--- src/rtl/board_io_bridge.sv ---
// -----------------------------------------------------------------------------
// board_io_bridge
//
// Glue between a board and a small video/game design running on a divided
// clock enable:
//   * clock divider producing a one-cycle clk_en pulse every CLK_DIV clocks
//   * per-button 2-flop synchroniser, optional debounce, and rising-edge pulse
//   * colour expansion from COLOR_IN_W to COLOR_OUT_W bits per channel by
//     MSB-first bit replication, registered together with the syncs on clk_en
//
// Configuration macro:
//   BOARD_IO_DEBOUNCE_EN  when defined, each button has a stability counter and
//                         btn_level only changes after DEBOUNCE_CYCLES
//                         consecutive cycles of disagreement. When undefined,
//                         btn_level is the synchroniser output directly.
//
// Ports:
//   clock                          system clock, all flops on rising edge
//   reset                          asynchronous active-high reset
//   btn_raw   [NUM_BTN-1:0]        asynchronous button pins
//   clk_en                         one-cycle enable every CLK_DIV clocks
//   btn_level [NUM_BTN-1:0]        debounced button state
//   btn_press [NUM_BTN-1:0]        one-cycle pulse on each debounced 0->1
//   red_in/green_in/blue_in        design colour, COLOR_IN_W bits each
//   hsync_in/vsync_in              design syncs
//   red_out/green_out/blue_out     expanded colour, COLOR_OUT_W bits each
//   hsync_out/vsync_out            syncs, registered alongside the colour
// -----------------------------------------------------------------------------
module board_io_bridge #(
  parameter int CLK_DIV         = 2,
  parameter int NUM_BTN         = 4,
  parameter int DEBOUNCE_CYCLES = 1000000,
  parameter int COLOR_IN_W      = 2,
  parameter int COLOR_OUT_W     = 4
) (
  input  logic                   clock,
  input  logic                   reset,
  input  logic [NUM_BTN-1:0]     btn_raw,
  output logic                   clk_en,
  output logic [NUM_BTN-1:0]     btn_level,
  output logic [NUM_BTN-1:0]     btn_press,
  input  logic [COLOR_IN_W-1:0]  red_in,
  input  logic [COLOR_IN_W-1:0]  green_in,
  input  logic [COLOR_IN_W-1:0]  blue_in,
  input  logic                   hsync_in,
  input  logic                   vsync_in,
  output logic [COLOR_OUT_W-1:0] red_out,
  output logic [COLOR_OUT_W-1:0] green_out,
  output logic [COLOR_OUT_W-1:0] blue_out,
  output logic                   hsync_out,
  output logic                   vsync_out
);

  // ---------------------------------------------------------------------------
  // Clock-enable divider
  // ---------------------------------------------------------------------------
  localparam int                DIV_W    = (CLK_DIV > 1) ? $clog2(CLK_DIV) : 1;
  localparam logic [DIV_W-1:0]  DIV_LAST = DIV_W'(CLK_DIV - 1);

  logic [DIV_W-1:0] r_div_cnt;
  logic             w_clk_en;

  // NOTE: sequential state uses non-blocking assignments so every flop samples
  // the pre-edge value of every other flop, regardless of statement order.
  always_ff @(posedge clock or posedge reset) begin
    if (reset) begin
      r_div_cnt <= '0;
    end else if (r_div_cnt == DIV_LAST) begin
      r_div_cnt <= '0;
    end else begin
      r_div_cnt <= r_div_cnt + DIV_W'(1);
    end
  end

  // With CLK_DIV=1 the counter is stuck at 0 == DIV_LAST, so the enable is
  // permanently high, which is exactly the "every clock" behaviour wanted.
  assign w_clk_en = (r_div_cnt == DIV_LAST);
  assign clk_en   = w_clk_en;

  // ---------------------------------------------------------------------------
  // Button synchroniser: two flops before anything else looks at the pins
  // ---------------------------------------------------------------------------
  logic [NUM_BTN-1:0] r_sync_meta;
  logic [NUM_BTN-1:0] r_sync;

  always_ff @(posedge clock or posedge reset) begin
    if (reset) begin
      r_sync_meta <= '0;
      r_sync      <= '0;
    end else begin
      r_sync_meta <= btn_raw;
      r_sync      <= r_sync_meta;
    end
  end

`ifdef BOARD_IO_DEBOUNCE_EN
  // ---------------------------------------------------------------------------
  // Debounce: a per-channel counter runs while the synchronised value disagrees
  // with the accepted level and clears the moment they agree again. When the
  // counter has already counted DEBOUNCE_CYCLES-1 and the disagreement is still
  // present, the level flips and the counter restarts. This means the level
  // changes after exactly DEBOUNCE_CYCLES consecutive disagreeing cycles.
  // ---------------------------------------------------------------------------
  localparam int               DB_W    = (DEBOUNCE_CYCLES > 1) ? $clog2(DEBOUNCE_CYCLES) : 1;
  localparam logic [DB_W-1:0]  DB_LAST = DB_W'(DEBOUNCE_CYCLES - 1);

  logic [DB_W-1:0]    r_db_cnt [NUM_BTN];
  logic [NUM_BTN-1:0] r_level;
  logic [NUM_BTN-1:0] r_press;

  // NOTE: the counter array is a handful of flops, not a RAM, so it is cleared
  // by reset like any other state; partial counts must not survive a reset.
  always_ff @(posedge clock or posedge reset) begin
    if (reset) begin
      for (int i = 0; i < NUM_BTN; i++) begin
        r_db_cnt[i] <= '0;
      end
      r_level <= '0;
      r_press <= '0;
    end else begin
      r_press <= '0;
      for (int i = 0; i < NUM_BTN; i++) begin
        if (r_sync[i] == r_level[i]) begin
          r_db_cnt[i] <= '0;
        end else if (r_db_cnt[i] == DB_LAST) begin
          r_db_cnt[i] <= '0;
          r_level[i]  <= ~r_level[i];
          // Pulse only when the accepted level goes 0 -> 1; it lands in the
          // same cycle as the new level.
          r_press[i]  <= ~r_level[i];
        end else begin
          r_db_cnt[i] <= r_db_cnt[i] + DB_W'(1);
        end
      end
    end
  end

  assign btn_level = r_level;
  assign btn_press = r_press;
`else
  // ---------------------------------------------------------------------------
  // No debounce: the synchroniser output is the button level. The press pulse
  // is computed one stage early (meta=1, sync=0) so it lines up with the first
  // cycle of btn_level=1.
  // ---------------------------------------------------------------------------
  logic [NUM_BTN-1:0] r_press;

  always_ff @(posedge clock or posedge reset) begin
    if (reset) begin
      r_press <= '0;
    end else begin
      r_press <= r_sync_meta & ~r_sync;
    end
  end

  assign btn_level = r_sync;
  assign btn_press = r_press;
`endif

  // ---------------------------------------------------------------------------
  // Colour expansion: output bit (OUT_W-1-i) takes input bit (IN_W-1 - i%IN_W),
  // so the input pattern repeats from the MSB down and is cut off at the LSB.
  // All-zeros stays 0 and all-ones becomes full scale.
  // ---------------------------------------------------------------------------
  function automatic logic [COLOR_OUT_W-1:0] expand_color(
    input logic [COLOR_IN_W-1:0] c
  );
    logic [COLOR_OUT_W-1:0] result;
    result = '0;
    for (int i = 0; i < COLOR_OUT_W; i++) begin
      result[COLOR_OUT_W-1-i] = c[COLOR_IN_W-1-(i % COLOR_IN_W)];
    end
    return result;
  endfunction

  logic [COLOR_OUT_W-1:0] w_red_exp;
  logic [COLOR_OUT_W-1:0] w_green_exp;
  logic [COLOR_OUT_W-1:0] w_blue_exp;

  assign w_red_exp   = expand_color(red_in);
  assign w_green_exp = expand_color(green_in);
  assign w_blue_exp  = expand_color(blue_in);

  // ---------------------------------------------------------------------------
  // Output stage: colour and syncs share one enable-gated register so they
  // always describe the same pixel.
  // ---------------------------------------------------------------------------
  always_ff @(posedge clock or posedge reset) begin
    if (reset) begin
      red_out   <= '0;
      green_out <= '0;
      blue_out  <= '0;
      hsync_out <= 1'b0;
      vsync_out <= 1'b0;
    end else if (w_clk_en) begin
      red_out   <= w_red_exp;
      green_out <= w_green_exp;
      blue_out  <= w_blue_exp;
      hsync_out <= hsync_in;
      vsync_out <= vsync_in;
    end
  end

endmodule

--- config.mk ---
export PLATFORM = sky130hd
export DESIGN_NAME = board_io_bridge
export DESIGN_NICKNAME = d
export VERILOG_FILES = /design/src/rtl/board_io_bridge.sv
export SDC_FILE = /design/constraint.sdc
export NUM_CORES = 1
export LEC_CHECK = 0
export CAP_MARGIN = 20
export CELL_PAD_IN_SITES_DETAIL_PLACEMENT = 0
export CELL_PAD_IN_SITES_GLOBAL_PLACEMENT = 1
export CORE_AREA = 5 5 54 56
export DETAILED_ROUTE_END_ITERATION = 8
export DIE_AREA = 0 0 59 61
export PLACE_DENSITY = 0.8
export SETUP_SLACK_MARGIN = 0.4
export SYNTH_ARGS = -nofsm -noshare
export SYNTH_HDL_FRONTEND = slang
export SYNTH_SLANG_ARGS = --single-unit
export TNS_END_PERCENT = 100
--- constraint.sdc ---
create_clock -name clock -period 1.85 [get_ports clock]
set_clock_uncertainty 0.15 [all_clocks]
set_input_delay 0.555 -clock clock [delete_from_list [all_inputs] [get_ports clock]]
set_output_delay 0.555 -clock clock [all_outputs]
set_load 0.03 [all_outputs]
### Word level (Yosys, flattened, before mapping)

Cells that the tools add are included.

* register bits: 27
* input port bits: 14
* word-level logic and storage cells: 13

* add/subtract/negate cells: 1
* multiplexer cells: 1
* bitwise operators: 2

Operator list (count)
* bitwise AND 4 bit: 1
* NOT 4 bit: 1
* adder 1 bit (second input constant): 1
* two-way mux 1 bit: 1

### Depth between registers and ports, before layout

* depth in word-level cells: 2
* mapped depth: 2

### Least setup slack after synthesis

OpenSTA, ideal clock, no wires.

* path kind: register to output
* start: register blue_out[2]
* end: output port blue_out[2]
* arrival: 0.721 ns
* data required time: 1.145 ns
* setup slack: 0.424 ns
* stages on the path, launching flop included: 2
* buffers on the path: 1
* cell sequence: dfrtp_1 buf_4

RTL lines
* from (decl): line 49 `output logic [COLOR_OUT_W-1:0] blue_out,`
* from (signal assigned): line 198 `blue_out <= w_blue_exp;`

No word-level cell between the ends.

### Worst setup path in the final report

* start: register red_out[1]
* end: output port red_out[1]

RTL lines
* from (decl): line 47 `output logic [COLOR_OUT_W-1:0] red_out,`
* from (signal assigned): line 196 `red_out <= w_red_exp;`

No word-level cell between the ends.

==> flow_summary_export.csv <==
group,metric,value,unit
floorplanning,die_y,61,µm
synthesis,synth_cell_type_count,6,
synthesis,yosysWarnings,0,
synthesis,ys_ff_latch,21,
synthesis,async_reset_ff_share,100,%
synthesis,synth_nets,56,
detailed_routing,wl_per_cell,12.3,µm
timing,holdWs,225,ps
critical_path,path_cells,"buf_6",
timing,worstMarginPinSlew,263,ps
synthesis,yosys-top-cells-area,"dfrtp_1 (72%), mux2_4 (16%), buf_4 (6.1%)",
synthesis,synth_area_per_cell,17.5,µm²
detailed_routing,drtAntennaViolNets,0,
clock_network,clkTransAtPathRegs,110,ps
clock_network,cts_tree,"done",
critical_path,crit_path_start_kind,"register",
synthesis,synth_most_common_cell,"dfrtp_1",
floorplanning,core.rowCount,18,
place,place_area,1090,µm²
clock_network,root_buffer,"clkbuf_4",
pwr,ir_drop,0.529,mV
grt,grt_max_degree,22,
clock_network,clk_latency,290,ps
synthesis,synthFlopType,"dfrtp_1",
final_layout,post-route-cell-area,1180,µm²
floorplanning,core,2390,µm²
floorplanning,io_pins,37,
critical_path,critPathMaxStageDelay,440,ps
timing,max_freq,0.628,GHz
floorplanning,initial_core_util,30.8,%
grt,track_usage,8.06,%
critical_path,required,1140,ps
detailed_routing,wl,1390,µm
critical_path,cpLargestDelayFamily,"flip-flops",
detailed_routing,first_iter_violations,1,
timing,setup_violations,0,
synthesis,synthCells,42,
hold_path,worstHoldPathType,"reg2reg",
run,cap_violations,0,
critical_path,worst-path-max-fanout,3,
pwr,finalPower,0.869,mW
synthesis,ys_seq_area_share,71.6,%
final_layout,syn_to_final_growth,60.3,%
pwr,powerDensity,738,nW/µm²
detailed_routing,routed-via-count,435,
timing,hold_violations,0,
place,place_congestion,0.677,
critical_path,crit_buf_inv,1,
synthesis,yosysTopAreaCellShare,71.6,%
timing,finalCritPeriodShare,86.0,%
critical_path,cp-end-kind,"output port",
pwr,p_leak,0.590,nW
clock_network,htree_levels,1,
clock_network,clock_path_buffers,2,
timing,setup_tns,0,ps
critical_path,cpMaxStageDelayCell,"dfrtp_1",
critical_path,worstSetupPathType,"reg2out",
final_layout,nNetsFinal,98,
synthesis,synth_area,734,µm²
critical_path,cp.arrival,890,ps
timing,maxSlewHeadroom,82.4,%
grt,grt_overflow,0,
clock_network,cts_inserted_buffers,3,
synthesis,synth_largest_area_cell,"dfrtp_1",
grt,antenna_found_initial,0,
floorplanning,dieArea,3600,µm²
grt,grt_first_pass_wirelength,2090,µm
place,portBuffers,36,
timing,rsz0062_at_grt,"yes",
final_layout,fill_cells,225,
run_status,outcome,"finished, final reports clean",
clock_network,clock-sinks,21,
grt,grt_pass1_vias,439,
detailed_routing,drc_errors,0,
final_layout,diodes,0,
timing,drv_slew,0,
timing,min_period,1590,ps
synthesis,synth_edf_count,0,
floorplanning,die_width,59,µm
detailed_routing,routed_via_density,3.85,
detailed_routing,firstDrtPassIters,2,
synthesis,synth_common_cells,"dfrtp_1 (21), mux2_4 (8), buf_4 (6), nor2b_1 (4), inv_1 (2)",
final_layout,layout-drive-gt1-share,51.8,%
==> cell families after synthesis <==
| family | count (synthesis) | share of synthesized area, % |
|---|---|---|
| muxes | 8 | 16.4 |
| buffers and inverters | 9 | 8.69 |
| and+or+nand+nor | 4 | 3.41 |
| DFF | 21 | 71.5 |
==> worst paths after layout <==
kind / cells after the start / from / end / slack, ps
max: 1 / red_out[1] / red_out[1] / 260
min: 0 / r_sync_meta[0] / btn_level[0] / 230
max reg2reg: 3 / blue_out[1] / blue_out[1] / 660
min reg2reg: 0 / r_sync_meta[0] / btn_level[0] / 230
max in group asynchronous: 3 / reset / btn_press[1] / 900
min in group asynchronous: 3 / reset / r_sync_meta[0] / 440
==> sequential cells by signal, indices dropped and copies added, names as in the netlist <==
| name | count |
|---|---|
| blue_out | 2 |
| btn_level | 4 |
| btn_press | 4 |
| clk_en | 1 |
| green_out | 2 |
| hsync_out | 1 |
| r_sync_meta | 4 |
| red_out | 2 |
| vsync_out | 1 |
==> final cells by class <==
class	instances	area [µm²]	area share [%]
inverters	2	7.51	0.638
repair buffers	44	434	36.9
clock buffers	3	22.5	1.91
clock inverters	1	5.00	0.425
multi-input cells	12	145	12.3
flip-flops and latches	21	526	44.6
well taps	30	37.5	3.19
==> metal layers <==
metal  up-vias  GRT usage [%]  wire length [µm]
li1        209              -                 -
met1       205           10.7               574
met2        19           12.0               703
met3         2           1.91                92
met4         0           4.85                15
met5         -              0                 0
==> repair_timing <==
item,4_1_cts,5_1_grt
setup buffers,3,3
pin swaps,0,0
resized for setup,148,3
endpoints found under the setup margin,23,23
hold buffers,0,0
endpoints found under the hold margin,0,0
==> metrics by stage <==
step | setup WS [ps] | cells | utilization [%]
CTS | 243 | 110 | 47.9
global placement | 118 | 103 | 45.6
finish | 258 | 113 | 49.3
floorplan | 424 | 42 | -
global route | 203 | 113 | 49.3
detailed placement | 69.9 | 103 | 45.6
==> report_power, final <==
| group | switching (mW) | internal [mW] | leakage [nW] |
|---|---|---|---|
| combinational | 0.0780 | 0.0892 | 0.325 |
| clock | 0.124 | 0.0802 | 0.0177 |
| sequential | 0.0158 | 0.481 | 0.247 |
| total | 0.218 | 0.650 | 0.590 |
==> placed cells by master, fill, tap and decap left out <==
master / count
dfrtp_1: 21
buf_6: 19
clkdlybuf4s50_1: 13
buf_4: 12
mux2_4: 8
nor2b_1: 4
clkbuf_4: 3
inv_1: 2
clkinv_2: 1
(Power assumes the default switching activity.)
